--- config.mk ---
export PLATFORM = sky130hd
export DESIGN_NAME = grey_10_rx_flat
export DESIGN_NICKNAME = d
export VERILOG_FILES = /design/src/rtl/grey_10_pkg.sv /design/src/rtl/grey_10_rx_if.sv /design/src/rtl/grey_10_dec.sv /design/src/rtl/grey_10_rx.sv /design/src/flat_wrapper.sv
export SDC_FILE = /design/constraint.sdc
export NUM_CORES = 1
export LEC_CHECK = 0
export CORE_ASPECT_RATIO = 1.75
export CORE_MARGIN = 10
export CORE_UTILIZATION = 31
export CTS_CLUSTER_DIAMETER = 120
export CTS_CLUSTER_SIZE = 40
export DETAILED_ROUTE_END_ITERATION = 16
export GPL_ROUTABILITY_DRIVEN = 0
export GPL_TIMING_DRIVEN = 0
export HOLD_SLACK_MARGIN = 0.1
export PLACE_DENSITY_LB_ADDON = 0.2
export REMOVE_ABC_BUFFERS = 1
export SYNTH_ARGS = -nofsm -noshare
export SYNTH_HDL_FRONTEND = slang
export SYNTH_HIERARCHICAL = 1
export SYNTH_SLANG_ARGS = --single-unit
--- constraint.sdc ---
create_clock -name i_clk -period 6.9 [get_ports i_clk]
set_input_delay 1.035 -clock i_clk [delete_from_list [all_inputs] [get_ports i_clk]]
set_output_delay 1.035 -clock i_clk [all_outputs]
set_load 0.02 [all_outputs]
--- src/rtl/grey_10_pkg.sv ---
// Shared definitions for the decade grey-code link: the ten legal codes,
// the receiver state encoding and the successor function used by both ends.
package grey_10_pkg;

    localparam logic [4:0] pZERO  = 5'b10001;
    localparam logic [4:0] pONE   = 5'b00001;
    localparam logic [4:0] pTWO   = 5'b00011;
    localparam logic [4:0] pTHREE = 5'b00010;
    localparam logic [4:0] pFOUR  = 5'b00110;
    localparam logic [4:0] pFIVE  = 5'b00100;
    localparam logic [4:0] pSIX   = 5'b01100;
    localparam logic [4:0] pSEVEN = 5'b01000;
    localparam logic [4:0] pEIGHT = 5'b11000;
    localparam logic [4:0] pNINE  = 5'b10000;

    typedef enum logic [1:0] {
        HUNT,
        CHECK,
        LOCKED
    } rxState_t;

    // Code that must follow the given digit; 9 wraps back to 0.
    function automatic logic [4:0] nextCode(input logic [3:0] digit);
        logic [4:0] code;
        case (digit)
            4'd0:    code = pONE;
            4'd1:    code = pTWO;
            4'd2:    code = pTHREE;
            4'd3:    code = pFOUR;
            4'd4:    code = pFIVE;
            4'd5:    code = pSIX;
            4'd6:    code = pSEVEN;
            4'd7:    code = pEIGHT;
            4'd8:    code = pNINE;
            default: code = pZERO;
        endcase
        return code;
    endfunction

endpackage

--- src/rtl/grey_10_rx_if.sv ---
// Signal bundle between the grey-code source (master) and the receiver (slave).
interface grey_10_rx_if;
    logic [4:0] i_cnt;
    logic [3:0] o_digit;
    logic       o_valid;
    logic       o_locked;
    logic       o_err;
    logic       o_wrap;
    logic       o_clk_div;
    logic [7:0] o_err_cnt;

    modport master (
        output i_cnt,
        input  o_digit, o_valid, o_locked, o_err, o_wrap, o_clk_div, o_err_cnt
    );

    modport slave (
        input  i_cnt,
        output o_digit, o_valid, o_locked, o_err, o_wrap, o_clk_div, o_err_cnt
    );
endinterface

--- src/rtl/grey_10_dec.sv ---
// Combinational decoder from a 5-bit decade grey code to {legal, BCD digit}.
module grey_10_dec
    import grey_10_pkg::*;
(
    input  logic [4:0] i_code,
    output logic       o_legal,
    output logic [3:0] o_digit
);

    always_comb begin
        o_legal = 1'b1;
        o_digit = 4'd0;
        case (i_code)
            pZERO:   o_digit = 4'd0;
            pONE:    o_digit = 4'd1;
            pTWO:    o_digit = 4'd2;
            pTHREE:  o_digit = 4'd3;
            pFOUR:   o_digit = 4'd4;
            pFIVE:   o_digit = 4'd5;
            pSIX:    o_digit = 4'd6;
            pSEVEN:  o_digit = 4'd7;
            pEIGHT:  o_digit = 4'd8;
            pNINE:   o_digit = 4'd9;
            default: o_legal = 1'b0;
        endcase
    end

endmodule

--- src/rtl/grey_10_rx.sv ---
// Decade grey-code receiver: decodes, tracks the expected successor, locks and
// regenerates the divide-by-10 clock. GREY_10_RX_ERRCNT_EN adds the error counter.
module grey_10_rx
    import grey_10_pkg::*;
#(
    parameter int pLOCK_CNT = 4
)
(
    input  logic         i_clk,
    input  logic         i_rst,
    grey_10_rx_if.slave  if_rx
);

    localparam logic [3:0] cLastMatch = 4'(pLOCK_CNT - 1);

    logic [4:0] r_in;
    logic [4:0] r_exp;
    logic [3:0] r_match;
    rxState_t   r_state;
    logic [3:0] r_digit;
    logic       r_valid;
    logic       r_locked;
    logic       r_err;
    logic       r_wrap;
    logic       r_clk_div;

    logic       w_legal;
    logic [3:0] w_digit;
    logic       w_match;

    grey_10_dec u_dec (
        .i_code  (r_in),
        .o_legal (w_legal),
        .o_digit (w_digit)
    );

    assign w_match = w_legal && (r_in == r_exp);

    // A code that breaks lock is never used as a seed and never shown on o_digit.
    always_ff @(posedge i_clk) begin
        if (i_rst) begin
            r_in      <= 5'd0;
            r_exp     <= 5'd0;
            r_match   <= 4'd0;
            r_state   <= HUNT;
            r_digit   <= 4'd0;
            r_valid   <= 1'b0;
            r_locked  <= 1'b0;
            r_err     <= 1'b0;
            r_wrap    <= 1'b0;
            r_clk_div <= 1'b0;
        end else begin
            r_in    <= if_rx.i_cnt;
            r_valid <= 1'b0;
            r_err   <= 1'b0;
            r_wrap  <= 1'b0;
            case (r_state)
                HUNT: begin
                    if (w_legal) begin
                        r_exp   <= nextCode(w_digit);
                        r_match <= 4'd0;
                        r_digit <= w_digit;
                        r_state <= CHECK;
                    end
                end
                CHECK: begin
                    if (!w_legal) begin
                        r_state <= HUNT;
                    end else if (w_match) begin
                        r_exp   <= nextCode(w_digit);
                        r_digit <= w_digit;
                        if (r_match == cLastMatch) begin
                            r_state   <= LOCKED;
                            r_locked  <= 1'b1;
                            r_valid   <= 1'b1;
                            r_wrap    <= (w_digit == 4'd0);
                            r_clk_div <= (w_digit >= 4'd5);
                        end else begin
                            r_match <= r_match + 4'd1;
                        end
                    end else begin
                        r_exp   <= nextCode(w_digit);
                        r_match <= 4'd0;
                        r_digit <= w_digit;
                    end
                end
                LOCKED: begin
                    if (w_match) begin
                        r_exp     <= nextCode(w_digit);
                        r_digit   <= w_digit;
                        r_valid   <= 1'b1;
                        r_wrap    <= (w_digit == 4'd0);
                        r_clk_div <= (w_digit >= 4'd5);
                    end else begin
                        r_err     <= 1'b1;
                        r_locked  <= 1'b0;
                        r_clk_div <= 1'b0;
                        r_state   <= HUNT;
                    end
                end
                default: r_state <= HUNT;
            endcase
        end
    end

`ifdef GREY_10_RX_ERRCNT_EN
    logic [7:0] r_err_cnt;

    // Counts lock-breaking events and sticks at 255.
    always_ff @(posedge i_clk) begin
        if (i_rst) begin
            r_err_cnt <= 8'd0;
        end else if ((r_state == LOCKED) && !w_match && (r_err_cnt != 8'hFF)) begin
            r_err_cnt <= r_err_cnt + 8'd1;
        end
    end

    assign if_rx.o_err_cnt = r_err_cnt;
`else
    assign if_rx.o_err_cnt = 8'd0;
`endif

    assign if_rx.o_digit   = r_digit;
    assign if_rx.o_valid   = r_valid;
    assign if_rx.o_locked  = r_locked;
    assign if_rx.o_err     = r_err;
    assign if_rx.o_wrap    = r_wrap;
    assign if_rx.o_clk_div = r_clk_div;

endmodule

--- src/flat_wrapper.sv ---
// flat-port wrapper written by rule: the top's interface ports become plain ports
module grey_10_rx_flat import grey_10_pkg::*;
#(
    parameter int pLOCK_CNT = 4
)
  (i_clk, i_rst, if_rx_i_cnt, if_rx_o_digit, if_rx_o_valid, if_rx_o_locked, if_rx_o_err, if_rx_o_wrap, if_rx_o_clk_div, if_rx_o_err_cnt);
  grey_10_rx_if if_rx_i ();
  input  logic i_clk;
  input  logic i_rst;
  input wire logic [$bits(if_rx_i.i_cnt)-1:0] if_rx_i_cnt;
  output wire logic [$bits(if_rx_i.o_digit)-1:0] if_rx_o_digit;
  output wire logic [$bits(if_rx_i.o_valid)-1:0] if_rx_o_valid;
  output wire logic [$bits(if_rx_i.o_locked)-1:0] if_rx_o_locked;
  output wire logic [$bits(if_rx_i.o_err)-1:0] if_rx_o_err;
  output wire logic [$bits(if_rx_i.o_wrap)-1:0] if_rx_o_wrap;
  output wire logic [$bits(if_rx_i.o_clk_div)-1:0] if_rx_o_clk_div;
  output wire logic [$bits(if_rx_i.o_err_cnt)-1:0] if_rx_o_err_cnt;
  assign if_rx_i.i_cnt = if_rx_i_cnt;
  assign if_rx_o_digit = if_rx_i.o_digit;
  assign if_rx_o_valid = if_rx_i.o_valid;
  assign if_rx_o_locked = if_rx_i.o_locked;
  assign if_rx_o_err = if_rx_i.o_err;
  assign if_rx_o_wrap = if_rx_i.o_wrap;
  assign if_rx_o_clk_div = if_rx_i.o_clk_div;
  assign if_rx_o_err_cnt = if_rx_i.o_err_cnt;
  grey_10_rx #(.pLOCK_CNT(pLOCK_CNT)) u_core (.i_clk(i_clk), .i_rst(i_rst), .if_rx(if_rx_i));
endmodule
==> results.json <==
{
  "status": "finished, final reports clean",
  "synth_area_leaders": "dfxtp_1 (35%), mux2i_1 (4.9%), ha_1 (4.4%)",
  "syn_inst": 160,
  "synth.distinct_cells": 50,
  "fmax_ghz": 0.333,
  "portBuffers": 15,
  "wl_per_cell_um": 14.9,
  "clk_path_buf_depth": 2,
  "dr.pass1.iters": 2,
  "insertion_delay_ns": 0.27,
  "synth_top_family_by_area": "simple AND/OR/NAND/NOR gates",
  "regArea_um2": 500,
  "hold_viol": 0,
  "fin_nets": 185,
  "cts_setup_buffers": 0,
  "place_hpwl_mm": 2.63,
  "grt_pass1_wl_mm": 5.84,
  "grt_max_degree": 25,
  "cp-end-kind": "register",
  "crit_fanout": 24,
  "critical-path-top-delay-family": "simple AND/OR/NAND/NOR gates",
  "slew_headroom_pct": 42.6,
  "layout_min_cycle_time_ns": 3.00,
  "final_common_cell": "dfxtp_1",
  "fin_setup_tns_ns": 0,
  "irDropWorstVdd_v": 0.000147,
  "wl_mm": 3.32,
  "initial_utilization_pct": 32.3,
  "drt_iter0_drc": 36,
  "fin_area_um2": 1640,
  "syn_avg_cell_area_um2": 8.98,
  "fp-row-count": 32,
  "syn_area_um2": 1440,
  "antenna_found_initial": 0,
  "layout_common_cells": "dfxtp_1 (25), clkdlybuf4s50_1 (15), nor2_1 (14)",
  "rsz0062_at_grt": "false",
  "insertedDiodeCount": 0,
  "cts_made_buffers": 3,
  "cp-start-kind": "primary input",
  "ys_seq_area_share_pct": 34.8,
  "num-fill-cells": 470,
  "period_share_pct": 43.5,
  "die-height_um": 110,
  "layout-drive-gt1-share_pct": 8.72,
  "die_x_um": 71.5,
  "synthToLayoutAreaGrowth_pct": 14.0,
  "multi_input_area_um2": 855,
  "drv_cap": 0,
  "whs_ns": 0.468,
  "pwr_density_cell_nw_per_um2": 252,
  "cp_slowest_cell": "clkdlybuf4s50_1",
  "cts_tree": "built",
  "preCtsSetupSlack_ns": 3.56,
  "overflow": 0,
  "via_per_inst": 5.27,
  "core_um2": 4440,
  "cp.required_ns": 7.11,
  "synth_fa_ha_area_share_pct": 4.36,
  "setup_viol": 0,
  "netlist.top_cell.by_area": "dfxtp_1",
  "slew_viol_final": 0,
  "grt_pass1_vias": 1281,
  "via_count": 1175,
  "crit_buf_inv": 1,
  "synth_xor_area_share_pct": 4.27,
  "ys_seq_elements": 25,
  "dp.cells": 219,
  "drc": 0,
  "ios": 24,
  "cp_data_arrival_time_ns": 3.21,
  "postPlaceCellArea_um2": 1590,
  "p_leak_nw": 0.647,
  "crit_path_max_incr_delay_ns": 0.82,
  "cts_num_sinks": 25,
  "hold_buffers": 0,
  "grt.total_usage_pct": 8.86,
  "clkTransAtPathRegs_ns": 0.09,
  "finClkSkew_ns": 0.00198,
  "worstPathCellList": "clkdlybuf4s50_1, or2_2, nor4b_2, and4b_1, a221o_1",
  "htree_levels": 1,
  "synth-simple-area-share_pct": 25.5,
  "ant_nets": 0,
  "dieArea_um2": 7860,
  "final_cells": 223,
  "ctsResizeCount": 0,
  "layout_setup_ws_ns": 3.90,
  "synth_compound_area_share_pct": 17.1,
  "cts_root_buffer": "clkbuf_8",
  "crit_type": "primary input to register",
  "tightest_slew_ns": 0.860,
  "hp-class": "register to register",
  "synth_top_area_share_pct": 34.8,
  "muxShareOfSynthArea_pct": 5.66,
  "ys_warn_count": 6
}
-- power by group --
| group | switching [W] | internal, W |
|---|---|---|
| Clock | 0.0000460 | 0.0000413 |
| Combinational | 0.0000876 | 0.0000632 |
| Sequential | 0.0000156 | 0.000159 |
| Total | 0.000149 | 0.000264 |
-- metal layers --
metal / track usage, % / share of wire, % / vias to the layer above
li1: - / - / 573
met1: 7.74 / 35 / 556
met2: 17.4 / 56 / 35
met3: 2.69 / 6.0 / 11
met4: 4.58 / 2.6 / 0
met5: 0 / 0 / -
-- worst min-delay path, delay by kind of cell (launching register included) --
family | cells | cell delay, ns
flip-flops | 1 | 0.32
AO/OA/AOI/OAI | 1 | 0.05
AND/OR/NAND/NOR | 1 | 0.05
-- cell usage after synthesis, drive strengths merged --
library cell	number
o21a	1
and2	1
nor2	15
nor3b	3
or4	2
or3	2
conb	1
o31ai	1
xnor2	1
xor2	6
o21ai	6
o21bai	1
and3	3
a311oi	1
ha	5
and4bb	1
a22o	2
a211oi	2
and4b	1
a211o	1
nor2b	6
a2bb2oi	1
o21ba	1
a2111oi	2
nor4b	3
a21oi	7
mux2i	7
clkbuf	3
mux2	1
nor3	2
a221o	1
a41oi	2
nand2	8
or2	2
nand4	1
inv	5
a31oi	2
o211ai	1
nand3	4
nand2b	8
buf	12
dfxtp	25
-- cell families (layout without fill, tap and decap cells) --
kind of cell | Yosys count | after routing
flip-flops | 25 | 25
adder cells (fa/ha/maj) | 5 | 5
multiplexers | 8 | 8
other | 1 | 8
AO/OA/AOI/OAI | 32 | 32
XOR/XNOR | 7 | 7
buffers and inverters | 20 | 25
AND/OR/NAND/NOR | 62 | 62
-- state kept, by name, summed over array words and instances (netlist names), 2 cells and up --
| signal | cells |
|---|---|
| u_core/r_exp | 5 |
| u_core/r_in | 5 |
| u_core/if_rx.o_digit | 4 |
| u_core/r_match | 4 |
| u_core/r_state | 2 |
-- layout make-up --
class                   count  share of cell area [%]
multi-input cells         122                    52.2
flip-flops and latches     25                    30.6
repair buffers             16                    9.47
well taps                  51                    3.90
clock buffers               4                    2.75
inverters                   5                    1.15
-- metrics by stage --
step                power [W]  utilization [%]
finish               0.000413             36.9
global route         0.000446             36.9
CTS                  0.000421             36.9
detailed placement   0.000331             35.8
global placement     0.000324             35.6
floorplan            0.000290                -
-- worst paths after layout --
kind	start	to	slack [ns]	cells past startpoint
worst max-delay path	i_rst	u_core/r_match[2]	3.90	5
worst min-delay path	u_core/r_exp[0]	u_core/r_exp[0]	0.47	2
worst min register to register	u_core/r_exp[0]	u_core/r_exp[0]	0.47	2
worst max register to register	u_core/r_in[1]	u_core/r_match[2]	4.07	8
(Power assumes the default switching activity.)
